<file path="config.mk">
export PLATFORM = sky130hd
export DESIGN_NAME = sar_search_ctrl_flat
export DESIGN_NICKNAME = d
export VERILOG_FILES = /design/src/rtl/sar_pkg.sv /design/src/rtl/sar_search_ctrl_if.sv /design/src/rtl/sar_search_ctrl.sv /design/src/flat_wrapper.sv
export SDC_FILE = /design/constraint.sdc
export NUM_CORES = 1
export LEC_CHECK = 0
export ABC_AREA = 1
export ABC_CLOCK_PERIOD_IN_PS = 2400
export BUFFER_PORTS_ARGS = -buffer_cell sky130_fd_sc_hd__buf_2
export CORE_MARGIN = 1
export CORE_UTILIZATION = 50
export CTS_CLUSTER_SIZE = 30
export DETAILED_ROUTE_END_ITERATION = 10
export HOLD_SLACK_MARGIN = 0.02
export PLACE_DENSITY = 0.75
export SYNTH_ARGS = -nofsm -noshare
export SYNTH_HDL_FRONTEND = slang
export SYNTH_SLANG_ARGS = --single-unit
</file>
<file path="constraint.sdc">
create_clock -name clk -period 2.4 [get_ports clk]
set_clock_uncertainty 0.15 [all_clocks]
set_input_delay 0 -clock clk [delete_from_list [all_inputs] [get_ports clk]]
set_output_delay 0 -clock clk [all_outputs]
set_load 0.01 [all_outputs]
</file>
<file path="src/rtl/sar_pkg.sv">
// Shared types and constants for the successive-approximation search controller.
package sar_pkg;

    localparam int SAR_WIDTH = 4;

    typedef enum logic [1:0] {
        IDLE  = 2'd0,
        PROBE = 2'd1,
        DONE  = 2'd2
    } sar_state_t;

endpackage

</file>
<file path="src/rtl/sar_search_ctrl_if.sv">
// Bundle of the start handshake, comparator flags and result signals of sar_search_ctrl.
// master = the search controller, slave = the initiator / comparator side.
interface sar_search_ctrl_if #(parameter int WIDTH = sar_pkg::SAR_WIDTH);

    logic             start;
    logic             cmp_eq;
    logic             cmp_gt;
    logic             cmp_lt;
    logic [WIDTH-1:0] guess;
    logic             busy;
    logic             done;
    logic [WIDTH-1:0] result;
    logic             err;

    modport master (
        input  start, cmp_eq, cmp_gt, cmp_lt,
        output guess, busy, done, result, err
    );

    modport slave (
        output start, cmp_eq, cmp_gt, cmp_lt,
        input  guess, busy, done, result, err
    );

endinterface

</file>
<file path="src/rtl/sar_search_ctrl.sv">
// MSB-first successive-approximation search driving a combinational magnitude comparator.
// Optional macro CMP_CHECK_EN: abort with err=1 when the comparator flags are not one-hot.
module sar_search_ctrl
    import sar_pkg::*;
#(
    parameter  int WIDTH = SAR_WIDTH,
    localparam int IDX_W = $clog2(WIDTH)
) (
    input  logic              clk,
    input  logic              rst,
    sar_search_ctrl_if.master bus
);

    sar_state_t       state_reg, state_next;
    logic [WIDTH-1:0] guess_reg, guess_next;
    logic [IDX_W-1:0] idx_reg, idx_next;
    logic             done_reg, done_next;
    logic [WIDTH-1:0] result_reg, result_next;
    logic             err_reg, err_next;
    logic [WIDTH-1:0] kept;

    always_ff @(posedge clk) begin
        if (rst) begin
            state_reg  <= IDLE;
            guess_reg  <= '0;
            idx_reg    <= IDX_W'(WIDTH - 1);
            done_reg   <= 1'b0;
            result_reg <= '0;
            err_reg    <= 1'b0;
        end else begin
            state_reg  <= state_next;
            guess_reg  <= guess_next;
            idx_reg    <= idx_next;
            done_reg   <= done_next;
            result_reg <= result_next;
            err_reg    <= err_next;
        end
    end

    always_comb begin
        state_next  = state_reg;
        guess_next  = guess_reg;
        idx_next    = idx_reg;
        done_next   = 1'b0;
        result_next = result_reg;
        err_next    = err_reg;
        kept        = guess_reg;

        case (state_reg)
            IDLE, DONE: begin
                // A start coinciding with the done pulse is dropped.
                if (bus.start && !done_reg) begin
                    state_next = PROBE;
                    guess_next = WIDTH'(1) << (WIDTH - 1);
                    idx_next   = IDX_W'(WIDTH - 1);
                    err_next   = 1'b0;
                end
            end
            PROBE: begin
`ifdef CMP_CHECK_EN
                if (!$onehot({bus.cmp_eq, bus.cmp_gt, bus.cmp_lt})) begin
                    err_next    = 1'b1;
                    result_next = guess_reg;
                    state_next  = DONE;
                    done_next   = 1'b1;
                end else
`endif
                if (bus.cmp_eq) begin
                    result_next = guess_reg;
                    state_next  = DONE;
                    done_next   = 1'b1;
                end else begin
                    // lt clears the trial bit; gt (or no flag) keeps it.
                    if (bus.cmp_lt) begin
                        kept[idx_reg] = 1'b0;
                    end
                    if (idx_reg != '0) begin
                        guess_next = kept | (WIDTH'(1) << (idx_reg - IDX_W'(1)));
                        idx_next   = idx_reg - IDX_W'(1);
                    end else begin
                        result_next = kept;
                        state_next  = DONE;
                        done_next   = 1'b1;
                    end
                end
            end
            default: begin
                state_next = IDLE;
            end
        endcase
    end

    assign bus.guess  = guess_reg;
    assign bus.busy   = (state_reg == PROBE);
    assign bus.done   = done_reg;
    assign bus.result = result_reg;
    assign bus.err    = err_reg;

endmodule

</file>
<file path="src/flat_wrapper.sv">
// flat-port wrapper written by rule: the top's interface ports become plain ports
module sar_search_ctrl_flat import sar_pkg::*;
#(
    parameter  int WIDTH = SAR_WIDTH,
    localparam int IDX_W = $clog2(WIDTH)
)
  (clk, rst, bus_start, bus_cmp_eq, bus_cmp_gt, bus_cmp_lt, bus_guess, bus_busy, bus_done, bus_result, bus_err);
  sar_search_ctrl_if #(.WIDTH(WIDTH)) bus_i ();
  input  logic clk;
  input  logic rst;
  input wire logic [$bits(bus_i.start)-1:0] bus_start;
  input wire logic [$bits(bus_i.cmp_eq)-1:0] bus_cmp_eq;
  input wire logic [$bits(bus_i.cmp_gt)-1:0] bus_cmp_gt;
  input wire logic [$bits(bus_i.cmp_lt)-1:0] bus_cmp_lt;
  output wire logic [$bits(bus_i.guess)-1:0] bus_guess;
  output wire logic [$bits(bus_i.busy)-1:0] bus_busy;
  output wire logic [$bits(bus_i.done)-1:0] bus_done;
  output wire logic [$bits(bus_i.result)-1:0] bus_result;
  output wire logic [$bits(bus_i.err)-1:0] bus_err;
  assign bus_i.start = bus_start;
  assign bus_i.cmp_eq = bus_cmp_eq;
  assign bus_i.cmp_gt = bus_cmp_gt;
  assign bus_i.cmp_lt = bus_cmp_lt;
  assign bus_guess = bus_i.guess;
  assign bus_busy = bus_i.busy;
  assign bus_done = bus_i.done;
  assign bus_result = bus_i.result;
  assign bus_err = bus_i.err;
  sar_search_ctrl #(.WIDTH(WIDTH)) u_core (.clk(clk), .rst(rst), .bus(bus_i));
endmodule
</file>
==> impl_metrics.json, run 1 <==
{
  "status": "complete, no violations",
  "cp-startpoint": "u_core.idx_reg[0]",
  "vias": 660,
  "finalSetupViolations": 0,
  "core_mm2": 0.001301,
  "startpoint_type": "flop",
  "place_ws_ps": 663.0,
  "reg2reg_to": "u_core.bus.result[0]",
  "first_pass_iters": 4,
  "io_buffers": 14,
  "finalHoldViolCount": 0,
  "ios": 17,
  "fmax_mhz": 468.2,
  "path_common_cell": "inv_1",
  "routed_wirelength_mm": 1.440,
  "cts_resized": 0,
  "cts_buffer_depth": 2,
  "netlist_instances": 101,
  "clk_latency_ps": 280,
  "synthesis.area_um2": 704.4,
  "cp_slowest_cell": "dlygate4sd3_1",
  "yosys-top-cells-area": "dfxtp_1, nand2_1, ha_1",
  "hold-path-cell-count": 2,
  "post_drt_wl_per_cell_um": 10.51,
  "drc": 0,
  "nets": 136,
  "drtIter0Drc": 16,
  "setup_tns_ps": 0,
  "reg2reg_depth": 8,
  "synth_nets": 114,
  "async_flop_share_pct": 0,
  "antenna_left": 0,
  "synth_common_cells": "nand2_1, inv_1, dfxtp_1",
  "cap_viol_max_count": 0,
  "final_area_um2": 858.3,
  "synth_most_common_cell": "nand2_1",
  "rrSetupSlack_ps": 260,
  "grt_pass1_vias": 508,
  "ir_worst_vdd_mv": 0.3865,
  "grt_pass1_wl_mm": 2.208,
  "synth-edff-count": 0,
  "gr-total-overflow": 0,
  "required_ps": 2420,
  "ys.flop_type": "dfxtp_1",
  "crit_chain": "inv_1 > ha_1 > nor2_1 > nor2_2 > inv_1 > nand2_1 > a21oi_1 > dlygate4sd3_1",
  "post_drt_via_cell_ratio": 4.818,
  "cts_tree": "yes",
  "htreeDepth": 1,
  "ys_seq_area_share_pct": 36.94,
  "cp_slowest_stage_delay_ps": 550,
  "dpl-instance-area_um2": 782.0,
  "grt_usage_pct": 21.84,
  "hp-start": "u_core.bus.result[2]",
  "min_to": "u_core.bus.result[2]",
  "ys_ff_latch": 13,
  "critical_path_class": "reg2reg",
  "maxSlewViolCount": 0,
  "die_y_um": 39.54,
  "row_count": 13,
  "dp_hpwl_mm": 1.010,
  "insertedDiodeCount": 0,
  "total_leakage_power_nw": 0.4508,
  "cts.sinks": 13,
  "cts-buffers-inserted": 3,
  "period_minus_slack_ps": 2136,
  "area_growth_pct": 21.85,
  "finalPower_uw": 512.0,
  "rsz0062_at_grt": "no",
  "antenna_found_initial": 0,
  "p_per_area_mw_per_mm2": 596.5,
  "cts_root_buffer": "clkbuf_4",
  "fin_crit_sh_pct": 89.00,
  "worst-endpoint-arrival_ps": 2160,
  "routabilityCongestion": 0.7830,
  "grt_max_degree": 12,
  "path_max_fanout": 6,
  "syn_area_per_cell_um2": 6.975,
  "initial_core_util_pct": 54.13,
  "worstSetupEndpointType": "flop",
  "post-cts-setup-buffer-count": 0,
  "yosysTopAreaCell": "dfxtp_1",
  "hold_path.class": "reg2reg",
  "synth_top_area_share_pct": 36.94,
  "clkTransAtPathRegs_ps": 80,
  "finalWorstSetupSlack_ps": 264.0,
  "chipWidth_um": 39.54,
  "ys_warn_count": 0,
  "drive_gt1_share_pct": 17.21,
  "final_util_pct": 65.96,
  "synth_cell_types": 18,
  "regToRegStartpoint": "u_core.idx_reg[0]",
  "holdBufCountCts": 5,
  "die_area_mm2": 0.001563
}
-- how the worst max path moves through the flow --
stage	end	cells past startpoint
2_1_floorplan	u_core.bus.guess[1]	8
3_3_place_gp	u_core.idx_reg[0]	6
3_5_place_dp	u_core.idx_reg[0]	6
4_1_cts	u_core.bus.result[0]	8
5_1_grt	u_core.bus.result[0]	8
6_report	u_core.bus.result[0]	8
-- kinds of logic (layout without fill, tap and decap cells) --
logic type | after synthesis | after routing | share of synthesized area (%)
AOI/OAI and AO/OA | 14 | 14 | 10.48
and+or+nand+nor | 47 | 47 | 28.95
buffers and inverters | 19 | 40 | 10.66
other | 1 | 1 | 0.5323
DFF | 13 | 13 | 36.94
adders and majority gates | 7 | 7 | 12.43
-- critical path, delay by kind of cell, from the launching register on --
family	cells	cell delay [ps]
adders and majority gates	1	240
and+or+nand+nor	3	380
AOI/OAI and AO/OA	1	50
DFF	1	370
buffers and inverters	3	840
-- metrics by stage --
stage	std cells	hold slack [ps]
after floorplan	101	-13.40
after global placement	128	166.3
after detailed placement	128	171.1
after CTS	137	317.9
after global routing	137	323.8
final	137	318.1
-- power breakdown --
group,switching (mW),total [mW],internal [mW]
sequential,0.0184,0.251,0.233
combinational,0.0754,0.123,0.0481
clock,0.0727,0.137,0.0645
total,0.166,0.512,0.345
-- area by class of cell --
class / instances / area (µm²)
multi-input cells: 69 / 369.1
repair buffers: 19 / 120.1
well taps: 15 / 18.77
flip-flops and latches: 13 / 260.3
clock buffers: 4 / 26.28
fillers: 115 / 442.9
inverters: 17 / 63.81
-- layout by cell type (no fill, tap or decap) --
cell type / Yosys / routed
o22ai_1: 1 / 1
nand4_1: 1 / 1
nand2_2: 1 / 1
nand2_1: 29 / 29
dlygate4sd3_1: 0 / 5
clkbuf_1: 1 / 1
conb_1: 1 / 1
o21ai_1: 1 / 1
dfxtp_1: 13 / 13
o21ai_0: 4 / 4
nand3_1: 8 / 8
nor2_1: 5 / 5
clkbuf_4: 0 / 3
a21oi_1: 7 / 7
ha_1: 7 / 7
o211ai_1: 1 / 1
nor2_2: 2 / 2
buf_2: 0 / 14
nor2_4: 1 / 1
inv_1: 17 / 17
-- per-layer routing --
layer	share of wire [%]	track usage, %	routed length, µm
met5	0	0	0
met4	1.9	12.93	27
met3	3.1	5.114	44
met2	45	33.20	653
met1	50	27.49	715
Power figures use the tool's default switching activity.
==> run 2: changes to the inputs <==
--- a/config.mk
+++ b/config.mk
@@ -8,12 +8,14 @@
 export ABC_AREA = 1
 export ABC_CLOCK_PERIOD_IN_PS = 2400
 export BUFFER_PORTS_ARGS = -buffer_cell sky130_fd_sc_hd__buf_2
+export CELL_PAD_IN_SITES_DETAIL_PLACEMENT = 2
+export CELL_PAD_IN_SITES_GLOBAL_PLACEMENT = 2
 export CORE_MARGIN = 1
-export CORE_UTILIZATION = 50
+export CORE_UTILIZATION = 29
 export CTS_CLUSTER_SIZE = 30
 export DETAILED_ROUTE_END_ITERATION = 10
 export HOLD_SLACK_MARGIN = 0.02
-export PLACE_DENSITY = 0.75
+export PLACE_DENSITY_LB_ADDON = 0.1
 export SYNTH_ARGS = -nofsm -noshare
 export SYNTH_HDL_FRONTEND = slang
 export SYNTH_SLANG_ARGS = --single-unit
==> run 2 against run 1 <==
Effect of this change: core utilization is 28 points lower; count of clock-buffer cells in the layout did not move; die area is 68% higher; design area increased by 0.73%; power grew 2.0%; final cell count grew 8.8%; largest cell class unchanged; wire length rose by 41%; clock power is essentially flat; largest power group unchanged; critical endpoint is now u_core.idx_reg[0]; via count increased by 5.3%; worst setup slack improved by 300 ps; register-to-register slack better by 300 ps.
==> impl_metrics.json, run 2 (synthesis gave the netlist of run 1 again) <==
{
  "status": "complete, no violations",
  "worst-endpoint-arrival_ps": 1870,
  "die_y_um": 51.29,
  "vias": 695,
  "area_growth_pct": 22.74,
  "drc": 0,
  "htreeDepth": 1,
  "final_cell_mix": "nand2_1, inv_1, buf_2",
  "row_count": 17,
  "critical_path_class": "reg2reg",
  "critPathBufInv": 1,
  "post_drt_via_cell_ratio": 4.664,
  "gr-total-overflow": 0,
  "rsz0062_at_grt": "no",
  "holdBufCountCts": 4,
  "first_pass_iters": 1,
  "grt_pass1_wl_mm": 3.284,
  "final_util_pct": 38.35,
  "cap_viol_max_count": 0,
  "reg2reg_to": "u_core.idx_reg[0]",
  "rrSetupSlack_ps": 560,
  "cts_root_buffer": "clkbuf_4",
  "fmax_mhz": 543.9,
  "io_buffers": 14,
  "dp_hpwl_mm": 1.587,
  "clk_latency_ps": 280,
  "post-cts-setup-buffer-count": 0,
  "die_area_mm2": 0.002630,
  "fin_crit_sh_pct": 76.61,
  "drtIter0Drc": 0,
  "startpoint_type": "flop",
  "grt_pass1_vias": 714,
  "nets": 135,
  "path_max_fanout": 6,
  "cts-buffers-inserted": 3,
  "required_ps": 2430,
  "reg2reg_depth": 6,
  "worstSetupEndpointType": "flop",
  "insertedDiodeCount": 0,
  "post_drt_wl_per_cell_um": 13.67,
  "drive_gt1_share_pct": 17.36,
  "initial_core_util_pct": 31.24,
  "routabilityCongestion": 0.7984,
  "ir_worst_vdd_mv": 0.2700,
  "core_mm2": 0.002255,
  "p_per_area_mw_per_mm2": 604.2,
  "regToRegStartpoint": "u_core.idx_reg[0]",
  "period_minus_slack_ps": 1839,
  "grt_usage_pct": 17.83,
  "finalHoldViolCount": 0,
  "cts_resized": 0,
  "grt_max_degree": 12,
  "chipWidth_um": 51.29,
  "layout_commonest_cell": "nand2_1",
  "setup_tns_ps": 0,
  "crit_family": "flip-flops",
  "hold_path.class": "reg2reg",
  "clkTransAtPathRegs_ps": 90,
  "cp_slowest_stage_delay_ps": 470,
  "cts_buffer_depth": 2,
  "cts_tree": "yes",
  "maxSlewViolCount": 0,
  "finalPower_uw": 522.4,
  "hp-start": "u_core.bus.result[2]",
  "min_to": "u_core.bus.result[2]",
  "finalSetupViolations": 0,
  "hold-path-cell-count": 2,
  "cts.sinks": 13,
  "crit_chain": "inv_1 > ha_1 > o21ai_1 > nand3_1 > a21oi_1 > nand2_1",
  "routed_wirelength_mm": 2.037,
  "ios": 17,
  "cp_slowest_cell": "dfxtp_1",
  "antenna_found_initial": 0,
  "antenna_left": 0,
  "total_leakage_power_nw": 0.4438
}
run 2: cell count changes in the layout (fill, tap and decap cells not counted):
cell	change
dlygate4sd3_1	-1
run 2: layer usage:
layer / wire (µm) / GRT usage (%) / share of wire [%] / vias up
met2: 1013 / 31.80 / 50 / 11
li1: - / - / - / 351
met4: 10 / 4.054 / 0.49 / 0
met1: 934 / 20.21 / 46 / 331
met3: 79 / 6.250 / 3.9 / 2
met5: 0 / 0 / 0 / -
run 2: worst max-delay path by stage:
stage / from / to / slack (ps) / cells after the start
floorplan: u_core.idx_reg[0] / u_core.bus.guess[1] / 900 / 8
global placement: u_core.idx_reg[0] / u_core.idx_reg[0] / 640 / 6
detailed placement: u_core.idx_reg[0] / u_core.idx_reg[0] / 590 / 6
CTS: u_core.idx_reg[0] / u_core.idx_reg[0] / 550 / 6
global route: u_core.idx_reg[0] / u_core.idx_reg[0] / 420 / 6
finish: u_core.idx_reg[0] / u_core.idx_reg[0] / 560 / 6
run 2: worst reg2reg max path: stages, from the launching register on:
cell,delay (ps)
dfxtp_1,470
inv_1,140
ha_1,270
o21ai_1,180
nand3_1,270
a21oi_1,210
nand2_1,50
run 2: final cells by class:
| cell class | instances | area, µm² |
|---|---|---|
| Multi-Input combinational cell | 69 | 369.1 |
| Inverter | 17 | 63.81 |
| Timing Repair Buffer | 18 | 110.1 |
| Fill cell | 297 | 1390 |
| Clock buffer | 4 | 26.28 |
| Sequential cell | 13 | 260.3 |
| Tap cell | 28 | 35.03 |
run 2: where the power goes:
part / switching [mW] / internal [mW]
Combinational: 0.0830 / 0.0483
Sequential: 0.0191 / 0.233
Clock: 0.0746 / 0.0645
Total: 0.177 / 0.346
run 2: stage by stage:
step	worst slack, ps	hold slack (ps)	cell area, µm²	cells
2_1_floorplan	898.7	-13.40	704.4	101
3_3_place_gp	643.0	180.9	798.3	141
3_5_place_dp	587.9	194.3	798.3	141
4_1_cts	552.8	325.0	864.6	149
5_1_grt	421.9	337.9	864.6	149
6_report	561.5	318.6	864.6	149
==> run 3: changes to the inputs <==
--- a/config.mk
+++ b/config.mk
@@ -6,12 +6,12 @@
 export NUM_CORES = 1
 export LEC_CHECK = 0
 export ABC_AREA = 1
-export ABC_CLOCK_PERIOD_IN_PS = 2400
+export ABC_CLOCK_PERIOD_IN_PS = 1500
 export BUFFER_PORTS_ARGS = -buffer_cell sky130_fd_sc_hd__buf_2
 export CELL_PAD_IN_SITES_DETAIL_PLACEMENT = 2
 export CELL_PAD_IN_SITES_GLOBAL_PLACEMENT = 2
 export CORE_MARGIN = 1
-export CORE_UTILIZATION = 29
+export CORE_UTILIZATION = 24
 export CTS_CLUSTER_SIZE = 30
 export DETAILED_ROUTE_END_ITERATION = 10
 export HOLD_SLACK_MARGIN = 0.02
==> constraint.sdc (replaced) <==
create_clock -name clk -period 1.5 [get_ports clk]
set_clock_uncertainty 0.15 [all_clocks]
set_input_delay 0 -clock clk [delete_from_list [all_inputs] [get_ports clk]]
set_output_delay 0 -clock clk [all_outputs]
set_load 0.01 [all_outputs]
==> run 3 against run 2 <==
Effect of this change: sequential power rose by 58%; global-route usage fell by 2.7 points; critical endpoint unchanged; largest cell class unchanged; design area rose by 11%; worst setup slack got worse by 500 ps; sequential cell count did not move.
==> impl_metrics.json, run 3 (synthesis gave the netlist of run 1 again) <==
{
  "worstSetupEndpointType": "flop",
  "gr-total-overflow": 0,
  "clkTransAtPathRegs_ps": 90,
  "fin_hold_ws_ps": 314.5,
  "cap_viol_max_count": 0,
  "core_mm2": 0.002758,
  "initial_core_util_pct": 25.54,
  "antenna_left": 0,
  "routabilityCongestion": 0.7218,
  "row_count": 19,
  "period_minus_slack_ps": 1437,
  "critical_path_class": "reg2reg",
  "setup_tns_ps": 0,
  "place_ws_ps": -3.276,
  "final_area_um2": 963.4,
  "area_growth_pct": 36.77,
  "drc": 0,
  "post_drt_via_cell_ratio": 4.566,
  "cts_tree": "yes",
  "antenna_found_initial": 0,
  "die_area_mm2": 0.003156,
  "finalSetupViolations": 0,
  "ios": 17,
  "cts_root_buffer": "clkbuf_4",
  "final_util_pct": 34.94,
  "hold_path.class": "reg2reg",
  "htreeDepth": 1,
  "path_max_fanout": 6,
  "fillers": 339,
  "rsz0062_at_grt": "yes",
  "vias": 726,
  "grt_pass1_vias": 784,
  "finalWorstSetupSlack_ps": 63.11,
  "finalNonFillerCells": 159,
  "grt_usage_pct": 15.16,
  "routed_wirelength_mm": 2.166,
  "startpoint_type": "flop",
  "grt_pass1_wl_mm": 3.574,
  "die_y_um": 56.18,
  "final_cell_mix": "nand2_1, inv_1, buf_2",
  "maxSlewViolCount": 0,
  "p_per_area_mw_per_mm2": 927.2,
  "grt_max_degree": 12,
  "post-cts-setup-buffer-count": 0,
  "post_drt_wl_per_cell_um": 13.62,
  "dp.cells": 151,
  "worst-endpoint-arrival_ps": 1470,
  "dpl-instance-area_um2": 855.8,
  "fmax_mhz": 695.9,
  "required_ps": 1530,
  "ir_worst_vdd_mv": 0.3945,
  "drtIter0Drc": 11,
  "insertedDiodeCount": 0,
  "layout_commonest_cell": "nand2_1",
  "finalPower_uw": 893.3,
  "total_leakage_power_nw": 0.4760,
  "fin_crit_sh_pct": 95.79,
  "clk_latency_ps": 280,
  "nets": 142,
  "dp_hpwl_mm": 1.538,
  "first_pass_iters": 3,
  "cts_buffer_depth": 2,
  "cts-buffers-inserted": 3,
  "io_buffers": 14,
  "status": "complete, no violations",
  "cts.sinks": 13,
  "drive_gt1_share_pct": 28.13,
  "chipWidth_um": 56.18,
  "finalHoldViolCount": 0
}
==> run 3: what timing repair did <==
item | 4_1_cts | 5_1_grt
endpoints found under the setup margin | 5 | 13
endpoints found under the hold margin | 12 | 0
gates resized for setup | 1 | 11
hold buffers | 4 | 0
pin swaps | 1 | 3
==> run 3: critical path, stage by stage (launching register included) <==
cell and delay [ps]:
dfxtp_2 330, inv_1 70, ha_4 180, o21ai_2 180, nand3_1 120, buf_6 150, a21oi_2 110, nand2_1 50
==> run 3: where the power goes <==
| group | total (mW) | internal, mW | switching (mW) |
|---|---|---|---|
| clock | 0.227 | 0.103 | 0.123 |
| combinational | 0.268 | 0.111 | 0.157 |
| sequential | 0.399 | 0.374 | 0.0248 |
| total | 0.893 | 0.588 | 0.305 |
==> run 3: layout make-up <==
type / instances / area [µm²] / area share, %
Inverter: 17 / 63.81 / 6.623
Timing Repair Buffer: 25 / 166.4 / 17.27
Tap cell: 31 / 38.79 / 4.026
Sequential cell: 13 / 262.8 / 27.27
Multi-Input combinational cell: 69 / 405.4 / 42.08
Clock buffer: 4 / 26.28 / 2.727
==> run 3: metal layers <==
metal	GRT usage, %	share of wire [%]	routed length [µm]
met4	6.272	1.6	34
met2	26.19	50	1084
met1	18.21	46	995
met3	3.023	2.4	51
met5	0	0	0
==> run 3: path summary, 6_finish.rpt <==
path / startpoint / to / slack [ps] / cells after the start
worst max-delay path: u_core.idx_reg[0] / u_core.idx_reg[0] / 60 / 7
worst min-delay path: u_core.bus.result[3] / u_core.bus.result[3] / 310 / 2
worst max register to register: u_core.idx_reg[0] / u_core.idx_reg[0] / 60 / 7
worst min register to register: u_core.bus.result[3] / u_core.bus.result[3] / 310 / 2
